### src/rtl/reg_file_2r1w_if.sv
// Register-file port bundle: one write port, two read ports.
// Optional REGFILE_DEBUG_EN adds a debug read port and a retired-write counter.
interface reg_file_2r1w_if #(
    parameter int unsigned DATA_W = 32,
    parameter int unsigned ADDR_W = 5
);
    localparam int unsigned CNT_W = 16;

    logic              we;
    logic [ADDR_W-1:0] waddr;
    logic [DATA_W-1:0] wdata;
    logic [ADDR_W-1:0] raddr1;
    logic [ADDR_W-1:0] raddr2;
    logic [DATA_W-1:0] rdata1;
    logic [DATA_W-1:0] rdata2;
`ifdef REGFILE_DEBUG_EN
    logic [ADDR_W-1:0] dbg_addr;
    logic [DATA_W-1:0] dbg_data;
    logic [CNT_W-1:0]  reg_wr_count;
`endif

    modport master (
        output we, waddr, wdata, raddr1, raddr2,
        input  rdata1, rdata2
`ifdef REGFILE_DEBUG_EN
        , output dbg_addr
        , input  dbg_data, reg_wr_count
`endif
    );

    modport slave (
        input  we, waddr, wdata, raddr1, raddr2,
        output rdata1, rdata2
`ifdef REGFILE_DEBUG_EN
        , input  dbg_addr
        , output dbg_data, reg_wr_count
`endif
    );
endinterface

### src/rtl/reg_file_2r1w.sv
// 32x32 integer register file: sync write, combinational read with write bypass, x0 = 0.
// Define REGFILE_DEBUG_EN for the debug read port and the 16-bit retired-write counter.
module reg_file_2r1w #(
    parameter int unsigned DATA_W = 32,
    parameter int unsigned ADDR_W = 5
) (
    input logic              clk,
    input logic              rst,
    reg_file_2r1w_if.slave   rf
);
    localparam int unsigned DEPTH = 2 ** ADDR_W;
    localparam int unsigned CNT_W = 16;

    logic [DATA_W-1:0] regs_q [DEPTH];
    logic [DATA_W-1:0] regs_d [DEPTH];
    logic              wr_en_c;

    // A write to x0 is architecturally a no-op, so it never counts as a write.
    always_comb wr_en_c = rf.we && (rf.waddr != '0);

    always_comb begin
        regs_d = regs_q;
        if (wr_en_c) begin
            regs_d[rf.waddr] = rf.wdata;
        end
        regs_d[0] = '0;
    end

    always_ff @(posedge clk or posedge rst) begin
        if (rst) begin
            for (int i = 0; i < int'(DEPTH); i++) begin
                regs_q[i] <= '0;
            end
        end else begin
            regs_q <= regs_d;
        end
    end

    // Same-cycle bypass lets decode see the value being written back.
    always_comb begin
        rf.rdata1 = '0;
        if (!rst && (rf.raddr1 != '0)) begin
            rf.rdata1 = (wr_en_c && (rf.waddr == rf.raddr1)) ? rf.wdata : regs_q[rf.raddr1];
        end
    end

    always_comb begin
        rf.rdata2 = '0;
        if (!rst && (rf.raddr2 != '0)) begin
            rf.rdata2 = (wr_en_c && (rf.waddr == rf.raddr2)) ? rf.wdata : regs_q[rf.raddr2];
        end
    end

`ifdef REGFILE_DEBUG_EN
    logic [CNT_W-1:0] wr_count_q;
    logic [CNT_W-1:0] wr_count_d;

    always_comb begin
        wr_count_d = wr_count_q;
        if (wr_en_c) begin
            wr_count_d = wr_count_q + CNT_W'(1);
        end
    end

    always_ff @(posedge clk or posedge rst) begin
        if (rst) begin
            wr_count_q <= '0;
        end else begin
            wr_count_q <= wr_count_d;
        end
    end

    // Debug view shows stored state only, never the in-flight write.
    always_comb begin
        rf.dbg_data = '0;
        if (!rst && (rf.dbg_addr != '0)) begin
            rf.dbg_data = regs_q[rf.dbg_addr];
        end
    end

    always_comb rf.reg_wr_count = wr_count_q;
`endif
endmodule
### src/flat_wrapper.sv
// flat-port wrapper written by rule: the top's interface ports become plain ports
module reg_file_2r1w_flat 
#(
    parameter int unsigned DATA_W = 32,
    parameter int unsigned ADDR_W = 5
)
  (clk, rst, rf_we, rf_waddr, rf_wdata, rf_raddr1, rf_raddr2, rf_rdata1, rf_rdata2);
  reg_file_2r1w_if #(.DATA_W(DATA_W), .ADDR_W(ADDR_W)) rf_i ();
  input logic clk;
  input logic rst;
  input wire logic [$bits(rf_i.we)-1:0] rf_we;
  input wire logic [$bits(rf_i.waddr)-1:0] rf_waddr;
  input wire logic [$bits(rf_i.wdata)-1:0] rf_wdata;
  input wire logic [$bits(rf_i.raddr1)-1:0] rf_raddr1;
  input wire logic [$bits(rf_i.raddr2)-1:0] rf_raddr2;
  output wire logic [$bits(rf_i.rdata1)-1:0] rf_rdata1;
  output wire logic [$bits(rf_i.rdata2)-1:0] rf_rdata2;
  assign rf_i.we = rf_we;
  assign rf_i.waddr = rf_waddr;
  assign rf_i.wdata = rf_wdata;
  assign rf_i.raddr1 = rf_raddr1;
  assign rf_i.raddr2 = rf_raddr2;
  assign rf_rdata1 = rf_i.rdata1;
  assign rf_rdata2 = rf_i.rdata2;
  reg_file_2r1w #(.DATA_W(DATA_W), .ADDR_W(ADDR_W)) u_core (.clk(clk), .rst(rst), .rf(rf_i));
endmodule
### config.mk
export PLATFORM = sky130hd
export DESIGN_NAME = reg_file_2r1w_flat
export DESIGN_NICKNAME = d
export VERILOG_FILES = /design/src/rtl/reg_file_2r1w_if.sv /design/src/rtl/reg_file_2r1w.sv /design/src/flat_wrapper.sv
export SDC_FILE = /design/constraint.sdc
export NUM_CORES = 2
export LEC_CHECK = 0
export ABC_AREA = 0
export ABC_CLOCK_PERIOD_IN_PS = 38900
export CAP_MARGIN = 15
export CORE_ASPECT_RATIO = 1.4
export CORE_UTILIZATION = 35
export DETAILED_ROUTE_END_ITERATION = 8
export PLACE_DENSITY_LB_ADDON = 0.05
export SYNTH_ARGS = -nofsm -noshare
export SYNTH_HDL_FRONTEND = slang
export SYNTH_SLANG_ARGS = --single-unit
### constraint.sdc
create_clock -name clk -period 38.9 [get_ports clk]
set_clock_uncertainty 0.15 [all_clocks]
set_input_delay 3.89 -clock clk [delete_from_list [all_inputs] [get_ports clk]]
set_output_delay 3.89 -clock clk [all_outputs]
set_load 0.02 [all_outputs]
==> results.sh <==
export IMPL_outcome="finished clean"
export IMPL_fmax_mhz=77.3
export IMPL_grt_overflow=0
export IMPL_worst_endpoint_arrival_ns=8.90
export IMPL_cp_common_cell="buf_4"
export IMPL_dp_slack_ns=25.85
export IMPL_final_core_utilization_pct=39.6
export IMPL_ys_types=52
export IMPL_max_cap_viol_count=0
export IMPL_hold_class="register to register"
export IMPL_fin_ws_ns=25.96
export IMPL_syn2layout_area_growth_pct=12.5
export IMPL_cts_resized_gates=0
export IMPL_grt_pass1_wl_um=300000
export IMPL_fp_dieH_um=467
export IMPL_regMostFlops="u_core.regs_q"
export IMPL_rsz0062_at_grt="false"
export IMPL_finalHoldViolCount=0
export IMPL_layout_drive_gt1_share_pct=48.0
export IMPL_largest_reg_flops=992
export IMPL_switching_power_uw=879
export IMPL_drt_pass1_iter_count=5
export IMPL_hold_buffers=0
export IMPL_synth_area_leaders="dfrtp_1 (46%), mux2_2 (23%), mux4_2 (16%)"
export IMPL_pwr_share_seq_pct=44.4
export IMPL_synth_edff_count=0
export IMPL_power_frac_clock_pct=34.8
export IMPL_slew_violations=0
export IMPL_hold_ws_ns=0.370
export IMPL_clkTransAtPathRegs_ns=0.05
export IMPL_cts_buffers=110
export IMPL_largestRegisters="u_core.regs_q: 992 flops"
export IMPL_switching_share_pct=28.2
export IMPL_placedCellCount=5639
export IMPL_p_leak_nw=25.8
export IMPL_instances_no_fill=5850
export IMPL_setup_violations=0
export IMPL_ant_nets=0
export IMPL_synthesis_area_sq_mm=0.0540
export IMPL_ios=114
export IMPL_synth_top_cells_by_count="mux2_2 (1087), dfrtp_1 (992), mux4_2 (378), clkbuf_1 (207), mux2i_1 (177)"
export IMPL_path_cells="buf_8, buf_4, buf_4, buf_12, nor2b_4, buf_4, a22o_1, a211oi_1, o311a_1, nor2_1, clkdlybuf4s50_1"
export IMPL_clock_latency_ns=0.75
export IMPL_worst_slew_pin_slew_ns=1.20
export IMPL_viasPerCell=6.17
export IMPL_grt_max_degree=148
export IMPL_worstSetupPathType="input port to primary output"
export IMPL_async_flop_share_pct=100
export IMPL_cts_sinks=992
export IMPL_synth_compound_area_share_pct=6.17
export IMPL_synth_top_family_by_area="multiplexers"
export IMPL_cts_tree="yes"
export IMPL_fp_dieW_um=334
export IMPL_p_int_mw=2.24
export IMPL_htreeDepth=3
export IMPL_fin_tns_setup_ns=0
export IMPL_dieArea_sq_mm=0.156
export IMPL_drc=0
export IMPL_ys_flop_type="dfrtp_1"
export IMPL_synth_area_leader_cell="dfrtp_1"
export IMPL_wire_per_inst_um=35.8
export IMPL_first_global_vias=38800
export IMPL_design_area_sq_mm=0.0608
export IMPL_critical_path_slowest_cell="buf_4"
export IMPL_ys_seq_area_share_pct=45.9
export IMPL_yosys_register_bits=992
export IMPL_dr_first_iter_drc_count=2581
export IMPL_placed_cell_area_sq_mm=0.0570
export IMPL_gp_congestion=0.793
export IMPL_synth_top_area_share_pct=45.9
export IMPL_yosys_area_share_simple_pct=2.30
export IMPL_fillers=14200
export IMPL_avgSynthCellArea_sq_um=14.4
export IMPL_power_mw=3.12
export IMPL_vias=36100
export IMPL_synth_most_common_cell="mux2_2"
export IMPL_finalCriticalPeriod_ns=12.94
export IMPL_slew_headroom_pct=19.9
export IMPL_dp_hpwl_um=120000
export IMPL_syn_num_nets=3811
export IMPL_wirelength_um=209000
export IMPL_ctsRootBufferMaster="clkbuf_16"
export IMPL_port_buffers=113
export IMPL_yosysWarnings=0
export IMPL_cp_max_fo=113
export IMPL_postSynthCellCount=3761
export IMPL_endpoint_kind="primary output"
export IMPL_final_nets=3742
export IMPL_grtUsageTotal_pct=27.0
export IMPL_post_cts_buffers=0
export IMPL_clock_path_buffers=3
export IMPL_core_sq_mm=0.153
export IMPL_synthXorXnorAreaFrac_pct=0.162
export IMPL_synthMuxAreaShare_pct=41.8
export IMPL_required_ns=34.86
export IMPL_antenna_found_initial=11
export IMPL_rows=170
export IMPL_peakVddDrop_mv=0.0356
export IMPL_slowest_delay_ns=0.79
export IMPL_period_share_pct=33.3
export IMPL_power_density_mw_per_mm2=51.3
export IMPL_setup_worst_path_start_class="input port"
export IMPL_synthAdderAreaFrac_pct=0
export IMPL_p_comb_share_pct=20.8
export IMPL_start_util_pct=35.2
final timing paths:
| check | startpoint | endpoint | slack, ns | cells after the start |
|---|---|---|---|---|
| min reg2reg | u_core.regs_q[55]$_DFFE_PP0P_ | u_core.regs_q[55]$_DFFE_PP0P_ | 0.37 | 1 |
| max | rf_raddr1[0] | rf_rdata1[4] | 25.96 | 11 |
| min in group asynchronous | rst | u_core.regs_q[501]$_DFFE_PP0P_ | 3.90 | 2 |
| max reg2reg | u_core.regs_q[114]$_DFFE_PP0P_ | u_core.regs_q[114]$_DFFE_PP0P_ | 37.91 | 1 |
| max in group asynchronous | rst | u_core.regs_q[113]$_DFFE_PP0P_ | 30.93 | 6 |
| min | u_core.regs_q[55]$_DFFE_PP0P_ | u_core.regs_q[55]$_DFFE_PP0P_ | 0.37 | 1 |
placed cells by master, fill, tap and decap left out, drive strengths merged, types with 37 or more instances in the layout:
master | netlist | routed
mux2 | 1091 | 1091
dfrtp | 992 | 992
mux4 | 378 | 378
mux2i | 177 | 177
clkbuf | 208 | 171
buf | 210 | 132
clkdlybuf4s50 | 0 | 104
nor2 | 76 | 76
nand2 | 66 | 66
a211oi | 64 | 64
a221oi | 56 | 56
a22oi | 49 | 49
o21ai | 37 | 37
cell type report:
cell class | instances | area, sq um | share of cell area (%)
Sequential cell | 992 | 24800 | 40.9
Clock inverter | 32 | 387 | 0.636
Tap cell | 2064 | 2580 | 4.25
Antenna cell | 4 | 10.0 | 0.0165
Timing Repair Buffer | 237 | 2220 | 3.66
Inverter | 6 | 35.0 | 0.0577
Multi-Input combinational cell | 2345 | 27400 | 45.1
Clock buffer | 170 | 3280 | 5.40
cells by family after synthesis:
group / after synthesis
compound gates: 434
xor+xnor: 10
buf+inv: 424
flops: 992
mux: 1646
simple gates: 255
routing by layer:
layer / up-vias / part of all wire, % / GRT usage [%]
li1: 14500 / - / -
met1: 19900 / 41 / 34.5
met2: 1306 / 49 / 45.0
met3: 413 / 5.9 / 4.61
met4: 6 / 4.4 / 11.5
met5: - / 0.021 / 0
critical path: cells and delay by family:
kind,cells,cell delay (ns)
buf+inv,6,3.66
compound gates,3,0.72
simple gates,2,0.40
power by group through the flow:
stage / Sequential (mW) / Combinational [mW] / Clock [mW]
2_1_floorplan: 1.35 / 0.499 / 0
3_3_place_gp: 1.38 / 0.637 / 0
3_5_place_dp: 1.40 / 0.652 / 0
4_1_cts: 1.38 / 0.654 / 1.11
5_1_grt: 1.41 / 0.695 / 1.15
6_report: 1.38 / 0.649 / 1.08
(Power assumes the default switching activity.)
